==> src/rtl/pipeline_pkg.sv <==
// Shared types for the 5-stage pipeline hazard unit: stage indices, EX forwarding
// encodings and the scoreboard entry carried through EX, MEM and WB.
package pipeline_pkg;

    localparam int unsigned STG_IF  = 0;
    localparam int unsigned STG_ID  = 1;
    localparam int unsigned STG_EX  = 2;
    localparam int unsigned STG_MEM = 3;
    localparam int unsigned STG_WB  = 4;

    // Scoreboard addresses are stored zero-extended to this width; ADDR_W must not exceed it.
    localparam int unsigned SB_ADDR_W = 8;

    typedef enum logic [1:0] {
        FWD_RF  = 2'b00,
        FWD_MEM = 2'b01,
        FWD_WB  = 2'b10
    } fwd_sel_t;

    typedef struct packed {
        logic                 valid;
        logic                 regwrite;
        logic                 memread;
        logic [SB_ADDR_W-1:0] rd;
        logic [SB_ADDR_W-1:0] rs1;
        logic [SB_ADDR_W-1:0] rs2;
        logic                 use_rs1;
        logic                 use_rs2;
    } sb_entry_t;

    // True when the entry will write a nonzero register equal to addr.
    function automatic logic writes_reg(input sb_entry_t e, input logic [SB_ADDR_W-1:0] addr);
        return e.valid & e.regwrite & (e.rd != '0) & (e.rd == addr);
    endfunction

endpackage

==> src/rtl/pipeline_hazard_ctrl_fwd_select.sv <==
// EX operand forwarding select for one source operand; MEM result wins over WB data.
module fwd_select
    import pipeline_pkg::*;
(
    input  logic [SB_ADDR_W-1:0] src_i,
    input  logic                 use_i,
    input  sb_entry_t            mem_i,
    input  sb_entry_t            wb_i,
    output fwd_sel_t             sel_o
);

    logic unused_entry_bits;
    assign unused_entry_bits = ^{mem_i, wb_i};

    always_comb begin
        sel_o = FWD_RF;
        if (use_i) begin
            if (writes_reg(mem_i, src_i)) begin
                sel_o = FWD_MEM;
            end else if (writes_reg(wb_i, src_i)) begin
                sel_o = FWD_WB;
            end
        end
    end

endmodule

==> src/rtl/pipeline_hazard_ctrl.sv <==
// Hazard/pipeline-control unit: scoreboard of EX/MEM/WB, forwarding, load-use stall, redirect flush.
// Performance counters are built only when PIPELINE_HAZARD_PERF_EN is defined.
module pipeline_hazard_ctrl
    import pipeline_pkg::*;
#(
    parameter int unsigned ADDR_W        = 5,
    parameter int unsigned RESOLVE_STAGE = 3,
    parameter int unsigned CNT_W         = 32
) (
    input  logic              clk,
    input  logic              arst_n,
    input  logic              enable,
    input  logic              id_valid,
    input  logic [ADDR_W-1:0] id_rs1,
    input  logic [ADDR_W-1:0] id_rs2,
    input  logic              id_use_rs1,
    input  logic              id_use_rs2,
    input  logic [ADDR_W-1:0] id_rd,
    input  logic              id_regwrite,
    input  logic              id_memread,
    input  logic              redirect,
    output logic              stall,
    output logic              bubble,
    output logic [2:0]        flush,
    output logic [1:0]        fwd_a,
    output logic [1:0]        fwd_b,
    output logic [CNT_W-1:0]  stall_cnt,
    output logic [CNT_W-1:0]  flush_cnt,
    output logic [CNT_W-1:0]  retire_cnt
);

    localparam logic [2:0] FLUSH_MASK = (RESOLVE_STAGE == STG_EX) ? 3'b011 : 3'b111;

    sb_entry_t e_ex_q, e_mem_q, e_wb_q;
    sb_entry_t e_ex_d, e_mem_d, e_wb_d;

    logic [SB_ADDR_W-1:0] id_rs1_x, id_rs2_x, id_rd_x;
    logic                 load_use;
    fwd_sel_t             sel_a, sel_b;

    assign id_rs1_x = SB_ADDR_W'(id_rs1);
    assign id_rs2_x = SB_ADDR_W'(id_rs2);
    assign id_rd_x  = SB_ADDR_W'(id_rd);

    // A redirect kills the dependent ID instruction anyway, so it suppresses the stall.
    assign load_use = e_ex_q.valid & e_ex_q.memread & (e_ex_q.rd != '0) &
                      ((id_use_rs1 & (id_rs1_x == e_ex_q.rd)) |
                       (id_use_rs2 & (id_rs2_x == e_ex_q.rd))) &
                      id_valid & ~redirect;

    assign stall  = load_use;
    assign bubble = load_use;
    assign flush  = redirect ? FLUSH_MASK : '0;

    fwd_select u_fwd_a (
        .src_i (e_ex_q.rs1),
        .use_i (e_ex_q.valid & e_ex_q.use_rs1),
        .mem_i (e_mem_q),
        .wb_i  (e_wb_q),
        .sel_o (sel_a)
    );

    fwd_select u_fwd_b (
        .src_i (e_ex_q.rs2),
        .use_i (e_ex_q.valid & e_ex_q.use_rs2),
        .mem_i (e_mem_q),
        .wb_i  (e_wb_q),
        .sel_o (sel_b)
    );

    assign fwd_a = sel_a;
    assign fwd_b = sel_b;

    always_comb begin
        e_ex_d          = '0;
        e_ex_d.valid    = id_valid;
        e_ex_d.regwrite = id_regwrite;
        e_ex_d.memread  = id_memread;
        e_ex_d.rd       = id_rd_x;
        e_ex_d.rs1      = id_rs1_x;
        e_ex_d.rs2      = id_rs2_x;
        e_ex_d.use_rs1  = id_use_rs1;
        e_ex_d.use_rs2  = id_use_rs2;
        if (stall || flush[STG_ID]) begin
            e_ex_d = '0;
        end
        e_mem_d = e_ex_q;
        if (flush[STG_EX] && (RESOLVE_STAGE == STG_MEM)) begin
            e_mem_d = '0;
        end
        e_wb_d = e_mem_q;
    end

    always_ff @(posedge clk or negedge arst_n) begin
        if (!arst_n) begin
            e_ex_q  <= '0;
            e_mem_q <= '0;
            e_wb_q  <= '0;
        end else if (enable) begin
            e_ex_q  <= e_ex_d;
            e_mem_q <= e_mem_d;
            e_wb_q  <= e_wb_d;
        end
    end

`ifdef PIPELINE_HAZARD_PERF_EN
    logic [CNT_W-1:0] stall_cnt_q, flush_cnt_q, retire_cnt_q;

    always_ff @(posedge clk or negedge arst_n) begin
        if (!arst_n) begin
            stall_cnt_q  <= '0;
            flush_cnt_q  <= '0;
            retire_cnt_q <= '0;
        end else if (enable) begin
            if (stall) begin
                stall_cnt_q <= stall_cnt_q + CNT_W'(1);
            end
            if (redirect) begin
                flush_cnt_q <= flush_cnt_q + CNT_W'(1);
            end
            if (e_wb_q.valid) begin
                retire_cnt_q <= retire_cnt_q + CNT_W'(1);
            end
        end
    end

    assign stall_cnt  = stall_cnt_q;
    assign flush_cnt  = flush_cnt_q;
    assign retire_cnt = retire_cnt_q;
`else
    assign stall_cnt  = '0;
    assign flush_cnt  = '0;
    assign retire_cnt = '0;
`endif

endmodule
==> config.mk <==
export PLATFORM = sky130hd
export DESIGN_NAME = pipeline_hazard_ctrl
export DESIGN_NICKNAME = d
export VERILOG_FILES = /design/src/rtl/pipeline_pkg.sv /design/src/rtl/pipeline_hazard_ctrl_fwd_select.sv /design/src/rtl/pipeline_hazard_ctrl.sv
export SDC_FILE = /design/constraint.sdc
export NUM_CORES = 1
export LEC_CHECK = 0
export CAP_MARGIN = 40
export CORE_MARGIN = 3
export CORE_UTILIZATION = 45
export CTS_BUF_LIST = sky130_fd_sc_hd__clkbuf_8
export DETAILED_ROUTE_END_ITERATION = 6
export GPL_TIMING_DRIVEN = 1
export PLACE_DENSITY = 0.75
export SYNTH_ARGS = -nofsm -noshare
export SYNTH_HDL_FRONTEND = slang
export SYNTH_HIERARCHICAL = 1
export SYNTH_SLANG_ARGS = --single-unit
==> constraint.sdc <==
create_clock -name clk -period 2.9 [get_ports clk]
set_input_delay 0.29 -clock clk [delete_from_list [all_inputs] [get_ports clk]]
set_output_delay 0.29 -clock clk [all_outputs]
set_load 0.01 [all_outputs]
---- Word-level counts from Yosys, hierarchy flattened ----
Cells that the tools add are included.
storage, ports and cells
  bits in registers ....................... 49
  input port bits ......................... 24
  logic and storage cells ................. 52
cells by class
  eq/ne operators ......................... 6
  mux-type cells .......................... 9
  bitwise logic cells ..................... 19
  reduce and logical (&&, ||, !) cells .... 4
operators by type and width
  kind                count
  $mux W29            2
  $eq A8 B8 Y1        4
  $reduce_bool A8 Y1  3
  $and A1 B1 Y1       17
  $eq A5 B8 Y1        2
  $mux W2             6
  $mux W3             1
  $logic_or A1 B1 Y1  1
  $not A1 Y1          1
  $or A1 B1 Y1        1

---- Logic depth before layout (Yosys ltp) ----
Gate-level depths: netlist of run 1.
  depth after elaboration ................. 8
  gate-level depth with buffers ........... 6
  gate-level depth less buffers ........... 4

---- Hierarchy ----
The synthesis of run 1 kept the hierarchy.
modules (own cells, without submodules)
  module                instances  cells an instance  area an instance (um2)
  pipeline_hazard_ctrl  1          402                3658.5
  fwd_select            2          32                 236.5

---- Worst setup path after synthesis of run 1 ----
No wires, ideal clock.
  kind .................................... register to output
  from .................................... register e_ex_q[21] in the netlist's numbering
  to ...................................... output port stall
  data arrival time ....................... 1.573 ns
  data required time ...................... 2.610 ns
  slack ................................... 1.037 ns
  stages on the path, launching flop included .. 6
  buffers on the path ..................... 2
  path through ............................ dfrtp_1 or4_1 o2111ai_2 buf_6 nor3b_1 buf_4
on the way
  longest elaborated chain between the ends .. 6
  elaborated cells on any way between the ends .. 10
  those cells by class .................... 2 x eq/ne; 7 x bitwise; 1 x reduce/logical
RTL lines
  item                              line                                                    text
  start, declared                   pipeline_hazard_ctrl.sv:34                              sb_entry_t e_ex_q, e_mem_q, e_wb_q;
  start signal, assigned            pipeline_hazard_ctrl.sv:96                              e_ex_q <= '0;
  start signal, assigned            pipeline_hazard_ctrl.sv:100                             e_ex_q <= e_ex_d;
  $eq A5 B8 Y1 (on tied branches)   pipeline_hazard_ctrl.sv:47, pipeline_hazard_ctrl.sv:48
  $and A1 B1 Y1 (on tied branches)  pipeline_hazard_ctrl.sv:47, pipeline_hazard_ctrl.sv:48
  $or A1 B1 Y1                      pipeline_hazard_ctrl.sv:47                              ((id_use_rs1 & (id_rs1_x == e_ex_q.rd)) |
  $and A1 B1 Y1 (*)                 pipeline_hazard_ctrl.sv:46                              assign load_use = e_ex_q.valid & e_ex_q.memread & (e_ex_q.rd != '0) &
  $and A1 B1 Y1 (*)                 pipeline_hazard_ctrl.sv:48                              (id_use_rs2 & (id_rs2_x == e_ex_q.rd))) &
  $and A1 B1 Y1 (*)                 pipeline_hazard_ctrl.sv:49                              id_valid & ~redirect;
  end, declared                     pipeline_hazard_ctrl.sv:22                              output logic stall,
Every way passes the cells marked *; elsewhere a longest branch is shown, timed or not.

---- Worst setup path after layout of run 1 ----
  from .................................... input port id_rs2[0]
  to ...................................... output port stall
on the way
  longest elaborated chain between the ends .. 6
RTL lines
  item             line                        text
  start, declared  pipeline_hazard_ctrl.sv:15  input logic [ADDR_W-1:0] id_rs2,
  $eq A5 B8 Y1     pipeline_hazard_ctrl.sv:48
  $and A1 B1 Y1    pipeline_hazard_ctrl.sv:48
  $or A1 B1 Y1     pipeline_hazard_ctrl.sv:47
  $and A1 B1 Y1    pipeline_hazard_ctrl.sv:46
  $and A1 B1 Y1    pipeline_hazard_ctrl.sv:48
  $and A1 B1 Y1    pipeline_hazard_ctrl.sv:49
No other way between the ends.

==> results of run 1 <==
[path summary, 6_finish.rpt]
| check | end | slack [ps] | depth (start not counted) |
|---|---|---|---|
| setup / recovery | stall | 460 | 6 |
| setup reg to reg | e_ex_q[21] | 1070 | 5 |
| max in group asynchronous | e_mem_q[18] | 2170 | 2 |
| hold reg to reg | e_mem_q[27] | 500 | 2 |
| hold / removal | e_ex_q[22] | 410 | 2 |
| min in group clk | e_mem_q[27] | 500 | 2 |
[final cells by class]
type                    instances  area [um2]
well taps                      77        96.3
flip-flops and latches         34         851
repair buffers                 37         353
inverters                       9        33.8
fillers                       650        3230
clock buffers                   6        82.6
multi-input cells             355        1880
[power groups by stage]
stage / sequential [mW] / combinational [mW] / clock, mW
after detailed placement: 0.619 / 0.358 / 0
after floorplan: 0.594 / 0.379 / 0
final: 0.611 / 0.363 / 0.341
after CTS: 0.611 / 0.360 / 0.351
after global placement: 0.615 / 0.350 / 0
after global routing: 0.619 / 0.408 / 0.376
[critical path: stages]
cell and delay (ps):
clkdlybuf4s50_1 520, xnor2_1 130, nand4_1 110, o22ai_1 210, nor3b_1 290, clkdlybuf4s50_1 600
[through the flow]
stage	std cells	utilization (%)	power, mW	hold slack (ps)
2_1_floorplan	519	-	0.973	-5.59
3_3_place_gp	512	49.3	0.965	486
3_5_place_dp	512	49.3	0.978	492
4_1_cts	518	50.5	1.32	432
5_1_grt	518	50.5	1.40	474
6_report	518	50.5	1.31	411
[state kept, by name (all words and copies together), names as in the netlist]
| signal | flops |
|---|---|
| e_ex_q | 20 |
| e_wb_q | 7 |
| e_mem_q | 7 |
[metal layers]
layer  GRT usage [%]  vias to the layer above  routed length (um)
met3            2.86                       11                 311
met2            23.3                       76                2790
li1                -                     1132                   -
met4            5.14                        0                  92
met5               0                        -                   0
met1            20.3                      984                2690
==> reports/results.txt, run 1 <==
max-cap check violation count -> 0
category of the worst setup path capture point -> output pin
area growth from synthesis to layout -> 5.69%
initial core utilization -> 47.8%
deepest clock path buffer count -> 2
H-Tree Depth -> 2
total count of hold-check failures in the final report -> 0
status -> finished, final reports clean
Static Leak -> 1.60 nW
worst slew margin relative to its limit -> 48.8%
TritonCTS clock tree -> built
warning count from the yosys run -> 6
number of vias per cell -> 4.25
hold_buf cts -> 0
insertion delay to the later sink of the worst-skew pair -> 280 ps
final critical delay including setup and external delays -> 2440 ps
Switching Fraction -> 33.4%
first-pass GRT wire length -> 9.16 mm
Die Area -> 7980 um2
data arrival time at the worst-slack endpoint -> 2150 ps
vias after detailed routing -> 2203
cell area after synthesis -> 3120 um2
Detailed Route WL -> 5.88 mm
maximum fanout along the worst path -> 2
placement-stage cell area -> 3220 um2
library cell used as clock root buffer -> clkbuf_8
Worst-path clk slew -> 60 ps
clock network fraction of total power -> 25.9%
Global Route Usage Sum -> 14.8%
Post-CTS Resized -> 0
worst setup path class -> input port to output pin
antenna-violating nets left -> 0
summed area of non-filler cells in the final layout -> 3300 um2
pre-CTS worst setup slack -> 476 ps
crit share post-route -> 84.0%
number of slew-limit violations in the final report -> 0
clock buffers created by TritonCTS -> 5
final worst clock skew -> 4.33 ps
sum of negative setup slack -> 0 ps
startpoint of the most critical setup path -> id_rs2[0]
IO Count -> 129
count of input and output buffers -> 32
initial antenna violation count -> 0
Ant. Diodes -> 0
slew of the pin with the lowest slew margin -> 768 ps
vias in the first global route -> 1949
Peak VDD IR -> 0.243 mV
die boundary height -> 89.3 um
power density normalized to cell area -> 398 nW/um2
maximum number of pins on one net before global-route repair -> 51
Gate Count Post-Synth -> 388
number of endpoints failing setup at the final stage -> 0
Highest Clock Rate -> 0.410 GHz
mean routed wirelength per cell -> 11.3 um
detailed placement HPWL -> 4.43 mm
number of buffers added for setup after CTS -> 0
path class of the lowest-slack min-delay path -> input port to async pin
sequential group share of total power -> 46.5%
kind of launch point of the worst setup path -> input port
number of DRC markers in iteration 0 -> 79
power dissipated by switching net loads -> 0.439 mW
post-layout net count -> 466
count of standard-cell rows -> 29
setup repair after global routing missed its margin -> no
most common library cell in the layout ignoring fill and taps -> conb_1
highest-count cells in the layout ignoring fill and taps -> conb_1 (132), dfrtp_1 (34), clkdlybuf4s50_1 (31), nand2_1 (24), o21ai_0 (23)
cell-internal power -> 0.876 mW
Reg-to-Reg Start -> e_ex_q[21]
Final GP Congestion -> 0.822
worst path required time -> 2610 ps
fraction of layout cells with a size suffix above 1 -> 9.52%
portion of total power attributed to combinational logic -> 27.6%
mean cell area of the mapped netlist -> 8.05 um2
crit path setup slack, layout -> 464 ps
number of optimization iterations in the first detailed-route pass -> 4
CTS Sinks -> 34
total DRC errors in the routed layout -> 0
overflow left after global routing -> 0
CORE AREA -> 6530 um2
Die X -> 89.3 um
Power figures use the tool's default switching activity.
==> run 2, diff against run 1 <==
Clock period 2.9 ns to 2.3 ns, I/O delays scaled along.
==> reports/results.txt, run 2 (synthesis gave the netlist of run 1 again) <==
library cell used as clock root buffer -> clkbuf_8
filler-free cell count of the finished design -> 521 (+0.58%)
total placed cells including tap cells -> 514 (+0.39%)
sum of negative setup slack -> 0 ps (unchanged)
most common library cell in the layout ignoring fill and taps -> conb_1
power density normalized to cell area -> 497 nW/um2 (+25%)
vias in the first global route -> 2060 (+5.7%)
highest-count cells in the layout ignoring fill and taps -> conb_1 (132), dfrtp_1 (31), clkdlybuf4s50_1 (28), nand2_1 (24), o21ai_0 (23)
status -> finished, final reports clean
fraction of layout cells with a size suffix above 1 -> 11.3% (+1.7 points)
TritonCTS clock tree -> built
first-pass GRT wire length -> 9.30 mm (+1.5%)
worst slew margin relative to its limit -> 58.2% (+9.4 points)
data arrival time at the worst-slack endpoint -> 1990 ps (-160 ps)
initial antenna violation count -> 0 (unchanged)
hold_buf cts -> 0 (unchanged)
overflow left after global routing -> 0 (unchanged)
Final GP Congestion -> 0.825 (+0.40%)
vias after detailed routing -> 2233 (+1.4%)
maximum fanout along the worst path -> 6 (+4)
slew of the pin with the lowest slew margin -> 627 ps (-141 ps)
CTS Sinks -> 34 (unchanged)
IO Count -> 129 (unchanged)
antenna-violating nets left -> 0 (unchanged)
kind of launch point of the worst setup path -> register
deepest clock path buffer count -> 2 (unchanged)
flip-flop count of the largest register after layout -> 20 (unchanged)
pre-CTS worst setup slack -> 31.0 ps (-445 ps)
Die Area -> 7980 um2 (unchanged)
die boundary height -> 89.3 um (unchanged)
crit path setup slack, layout -> 79.9 ps (-384 ps)
number of endpoints failing setup at the final stage -> 0 (unchanged)
total DRC errors in the routed layout -> 0 (unchanged)
total count of hold-check failures in the final report -> 0 (unchanged)
number of slew-limit violations in the final report -> 0 (unchanged)
leading registers by flop count -> e_ex_q x20, e_mem_q x7, e_wb_q x7
crit share post-route -> 96.5%
category of the worst setup path capture point -> output pin
mean routed wirelength per cell -> 11.3 um (-0.39%)
setup repair after global routing missed its margin -> no
H-Tree Depth -> 2 (unchanged)
worst setup path class -> register to output pin
slowest cell on the critical path -> clkdlybuf4s50_1
Peak VDD IR -> 0.408 mV (+68%)
worst hold margin -> 365 ps (-46.3 ps)
final worst clock skew -> 5.68 ps (+1.35 ps)
Global Route Usage Sum -> 14.8% (+0.047 points)
number of DRC markers in iteration 0 -> 74 (-6.3%)
Top reg by flops -> e_ex_q
Die X -> 89.3 um (unchanged)
Worst-path clk slew -> 70 ps (about the same)
Highest Clock Rate -> 0.450 GHz
detailed placement HPWL -> 4.44 mm (+0.10%)
count of standard-cell rows -> 29 (unchanged)
largest stage delay on the critical path -> 470 ps (-130 ps)
number of optimization iterations in the first detailed-route pass -> 4 (unchanged)
final critical delay including setup and external delays -> 2220 ps
CORE AREA -> 6530 um2 (unchanged)
count of input and output buffers -> 32 (unchanged)
max-cap check violation count -> 0 (unchanged)
post-layout net count -> 469 (+0.64%)
Filler Cell Count -> 661 (+1.7%)
path class of the lowest-slack min-delay path -> input port to async pin
Detailed Route WL -> 5.89 mm (+0.19%)
number of vias per cell -> 4.29 (+0.78%)
CP cell instances -> xor2_1 > nor4_2 > nand3_1 > and3_1 > clkdlybuf4s50_1
Static Leak -> 1.63 nW (+2.5%)
Ant. Diodes -> 0 (unchanged)
clock buffers created by TritonCTS -> 5 (unchanged)
worst path required time -> 2070 ps (-540 ps)
initial core utilization -> 47.8% (unchanged)
insertion delay to the later sink of the worst-skew pair -> 280 ps (about the same)
area growth from synthesis to layout -> 6.89%
maximum number of pins on one net before global-route repair -> 48 (-5.9%)
[run 2: cell types whose count changed in the layout (fill, tap and decap cells not counted), moves of 2 or more]
| cell | before | now |
|---|---|---|
| dfrtp_2 | 0 | 3 |
| buf_4 | 5 | 8 |
| dlygate4sd2_1 | 0 | 2 |
| clkdlybuf4s50_1 | 31 | 28 |
| dfrtp_1 | 34 | 31 |
[run 2: area by class of cell]
cell class / count / area [um2] / share of cell area [%]
flip-flops and latches: 34 / 855 / 25.6
inverters: 9 / 33.8 / 1.01
multi-input cells: 355 / 1900 / 56.8
repair buffers: 40 / 375 / 11.2
clock buffers: 6 / 82.6 / 2.47
well taps: 77 / 96.3 / 2.89
[run 2: worst max-delay path, delay by kind of cell (launching register included)]
kind,cells,cell delay [ps]
flops,1,460
xor+xnor,1,180
simple gates,3,590
buf+inv,1,470
[run 2: what timing repair did]
action	CTS	global route
endpoints found under the setup margin	3	2
setup buffers	0	1
pin swaps	0	1
gates resized for setup	5	3
[run 2: metrics by stage]
| step | utilization [%] | total power [mW] | instance area (um2) |
|---|---|---|---|
| finish | 51.1 | 1.66 | 3340 |
| global route | 51.1 | 1.77 | 3340 |
| CTS | 50.8 | 1.67 | 3320 |
| detailed placement | 49.5 | 1.23 | 3230 |
| global placement | 49.5 | 1.22 | 3230 |
| floorplan | - | 1.23 | 3610 |
[run 2: final timing paths]
path	from	endpoint	slack (ps)	depth (start not counted)
max	e_mem_q[18]	fwd_a[1]	80	5
min in group clk	e_ex_q[27]	e_mem_q[27]	510	2
min	arst_n	e_ex_q[26]	370	2
max in group asynchronous	arst_n	e_mem_q[18]	1590	2
min reg2reg	e_ex_q[27]	e_mem_q[27]	510	2
max reg2reg	e_ex_q[21]	e_ex_q[22]	480	5
[run 2: metal layers]
metal  GRT usage (%)  wire (um)  vias to the layer above  part of all wire [%]
met5               0          0                        -                     0
met1            19.3       2660                     1015                    45
met3            2.86        334                        5                   5.7
met2            25.2       2840                       77                    48
met4            3.92         52                        0                  0.88
li1                -          -                     1136                     -
[run 2: where the power goes]
group	internal (mW)	switching (mW)	leakage [nW]	total, mW
registers	0.670	0.0989	0.428	0.769
logic	0.208	0.255	1.16	0.462
clock network	0.231	0.196	0.0431	0.427
==> run 3, diff against run 2 <==
Settings changed: ABC_AREA from default to 1, CORE_UTILIZATION 45 to 42, PLACE_DENSITY 0.75 to 0.8, SKIP_CTS_REPAIR_TIMING from default to 1, SYNTH_HIERARCHICAL 1 to default.
==> reports/results.txt, run 3 <==
status -> finished, final reports clean
flip-flop count of the largest register after layout -> 20 (unchanged)
initial core utilization -> 44.0% (-3.8 points)
sum of negative setup slack -> 0 ps (unchanged)
mean cell area of the mapped netlist -> 7.45 um2 (-7.4%)
placement-stage cell area -> 2640 um2 (-18%)
kind of launch point of the worst setup path -> register
total count of hold-check failures in the final report -> 0 (unchanged)
CTS Sinks -> 34 (unchanged)
Die X -> 85.2 um (-4.5%)
setup repair after global routing missed its margin -> no
library cell used as clock root buffer -> clkbuf_8
Synth async-reset ratio -> 100%
sequential group share of total power -> 48.2% (+1.8 points)
worst path required time -> 2070 ps (about the same)
count of standard-cell rows -> 28 (-3.4%)
number of optimization iterations in the first detailed-route pass -> 4 (unchanged)
vias in the first global route -> 1703 (-17%)
CP cell instances -> xnor2_1 > nand3_1 > nor4_1 > clkdlybuf4s50_1
initial antenna violation count -> 0 (unchanged)
most common library cell in the layout ignoring fill and taps -> conb_1
Final GP Congestion -> 0.870 (+5.4%)
crit share post-route -> 94.0% (-2.5 points)
path class of the lowest-slack min-delay path -> input port to async pin
number of synthesized register bits -> 34
cell with the most instances after synthesis -> buf_4
final worst clock skew -> 3.72 ps (-1.95 ps)
H-Tree Depth -> 2 (unchanged)
Ant. Diodes -> 0 (unchanged)
Detailed Route WL -> 5.07 mm (-14%)
count of unique library cells instantiated by Yosys -> 26
highest-count cells in the layout ignoring fill and taps -> conb_1 (96), nand2_1 (94), dfrtp_1 (32), clkdlybuf4s50_1 (29), inv_1 (28)
mean routed wirelength per cell -> 11.0 um (-2.4%)
area growth from synthesis to layout -> 3.51%
die boundary height -> 85.2 um (-4.5%)
final critical delay including setup and external delays -> 2160 ps (-58.5 ps)
cell area after synthesis -> 2640 um2 (-16%)
most frequent cells after synthesis -> buf_4 (100), nand2_1 (94), dfrtp_1 (34)
multi-input gate area in the final layout -> 1220 um2 (-36%)
post-layout net count -> 409 (-13%)
Filler Cell Count -> 608 (-8.0%)
clock network fraction of total power -> 29.6% (+3.9 points)
number of enable-type register cells in the synthesized netlist -> 0
slowest cell on the critical path -> clkdlybuf4s50_1
fraction of layout cells with a size suffix above 1 -> 5.21% (-6.1 points)
deepest clock path buffer count -> 2 (unchanged)
number of endpoints failing setup at the final stage -> 0 (unchanged)
warning count from the yosys run -> 0 (-6)
clock buffers created by TritonCTS -> 5 (unchanged)
most frequently used flop master after synthesis -> dfrtp_1
crit path buf inv count -> 1 (unchanged)
portion of the post-synthesis area used by sequential elements -> 32.3%
detailed placement HPWL -> 4.00 mm (-9.8%)
Die Area -> 7270 um2 (-8.9%)
Static Leak -> 1.59 nW (-2.7%)
number of slew-limit violations in the final report -> 0 (unchanged)
TritonCTS clock tree -> built
power dissipated by switching net loads -> 0.450 mW (-18%)
insertion delay to the later sink of the worst-skew pair -> 280 ps (about the same)
Worst-path clk slew -> 60 ps (about the same)
summed area of non-filler cells in the final layout -> 2730 um2 (-18%)
overflow left after global routing -> 0 (unchanged)
max-cap check violation count -> 0 (unchanged)
maximum number of pins on one net before global-route repair -> 35 (-27%)
maximum fanout along the worst path -> 5 (-1)
Gate Count Post-Synth -> 354 (-8.8%)
Synth area leader -> dfrtp_1
Switching Fraction -> 31.2% (-1.9 points)
worst setup path class -> register to output pin
cell-internal power -> 0.991 mW (-11%)
sequential cell area -> 853 um2 (-0.15%)
Top reg by flops -> e_ex_q
leading registers by flop count -> e_ex_q x20, e_mem_q x7, e_wb_q x7
number of vias per cell -> 4.14 (-3.5%)
antenna-violating nets left -> 0 (unchanged)
data arrival time at the worst-slack endpoint -> 1930 ps (-60 ps)
Synth top area share -> 32.3%
vias after detailed routing -> 1899 (-15%)
Global Route Usage Sum -> 13.6% (-1.2 points)
power density normalized to cell area -> 528 nW/um2 (+6.3%)
Peak VDD IR -> 0.343 mV (-16%)
final core utilization -> 45.6% (-5.5 points)
total DRC errors in the routed layout -> 0 (unchanged)
portion of total power attributed to combinational logic -> 22.2% (-5.7 points)
Highest Clock Rate -> 0.463 GHz (+2.7%)
number of DRC markers in iteration 0 -> 109 (+47%)
IO Count -> 129 (unchanged)
delay-heaviest family, CP -> buffers and inverters
category of the worst setup path capture point -> output pin
CORE AREA -> 5990 um2 (-8.3%)
count of input and output buffers -> 32 (unchanged)
largest stage delay on the critical path -> 600 ps (+130 ps)
cell types with the largest area share after synthesis -> dfrtp_1 (32%), buf_4 (28%), nand2_1 (13%), nand3_1 (5.1%), inv_1 (4.0%)
first-pass GRT wire length -> 7.87 mm (-15%)
run 3: through the flow:
step / setup slack, ps / std cells / hold slack (ps) / power [mW]
after floorplan: 756 / 449 / -65.6 / 1.03
after global placement: 186 / 453 / 459 / 1.01
after detailed placement: 165 / 453 / 467 / 1.02
after CTS: 105 / 459 / 356 / 1.45
after global routing: 20.2 / 459 / 377 / 1.52
final: 138 / 459 / 349 / 1.44
run 3: logic make-up (layout without fill, tap and decap cells):
group	after synthesis	count (layout)	share of synthesized area [%]
AOI/OAI and AO/OA	14	14	3.23
xor gates and xnor gates	15	15	4.98
buffers and inverters	138	73	34.9
DFF	34	34	32.3
other	1	96	0.142
and+or+nand+nor	152	152	24.5
run 3: metal layers:
metal | up-vias | global-route usage (%) | wire length (um)
li1 | 954 | - | -
met1 | 864 | 17.5 | 2110
met2 | 76 | 22.4 | 2520
met3 | 5 | 3.50 | 379
met4 | 0 | 4.32 | 56
met5 | - | 0 | 0
run 3: worst paths after layout:
check / from / to / slack [ps] / cells after the start
min reg2reg: e_wb_q[28] / e_wb_q[28] / 480 / 2
max in group asynchronous: arst_n / e_mem_q[22] / 1630 / 2
min in group clk: e_wb_q[28] / e_wb_q[28] / 480 / 2
max reg2reg: e_ex_q[20] / e_ex_q[12] / 810 / 10
min: arst_n / e_ex_q[26] / 350 / 2
max: e_mem_q[18] / fwd_b[0] / 140 / 4
run 3: area by class of cell:
type / count / share of cell area, %
clock buffer: 6 / 3.02
tap: 75 / 3.44
sequential: 34 / 31.3
inverter: 30 / 4.12
multi-input combinational: 277 / 44.8
timing repair buffer: 37 / 13.4
run 3: power by group through the flow:
stage,logic (mW),clock network (mW),registers [mW]
after detailed placement,0.316,0,0.705
after global placement,0.307,0,0.703
after global routing,0.359,0.461,0.702
final,0.319,0.427,0.695
after CTS,0.318,0.439,0.694
after floorplan,0.344,0,0.691
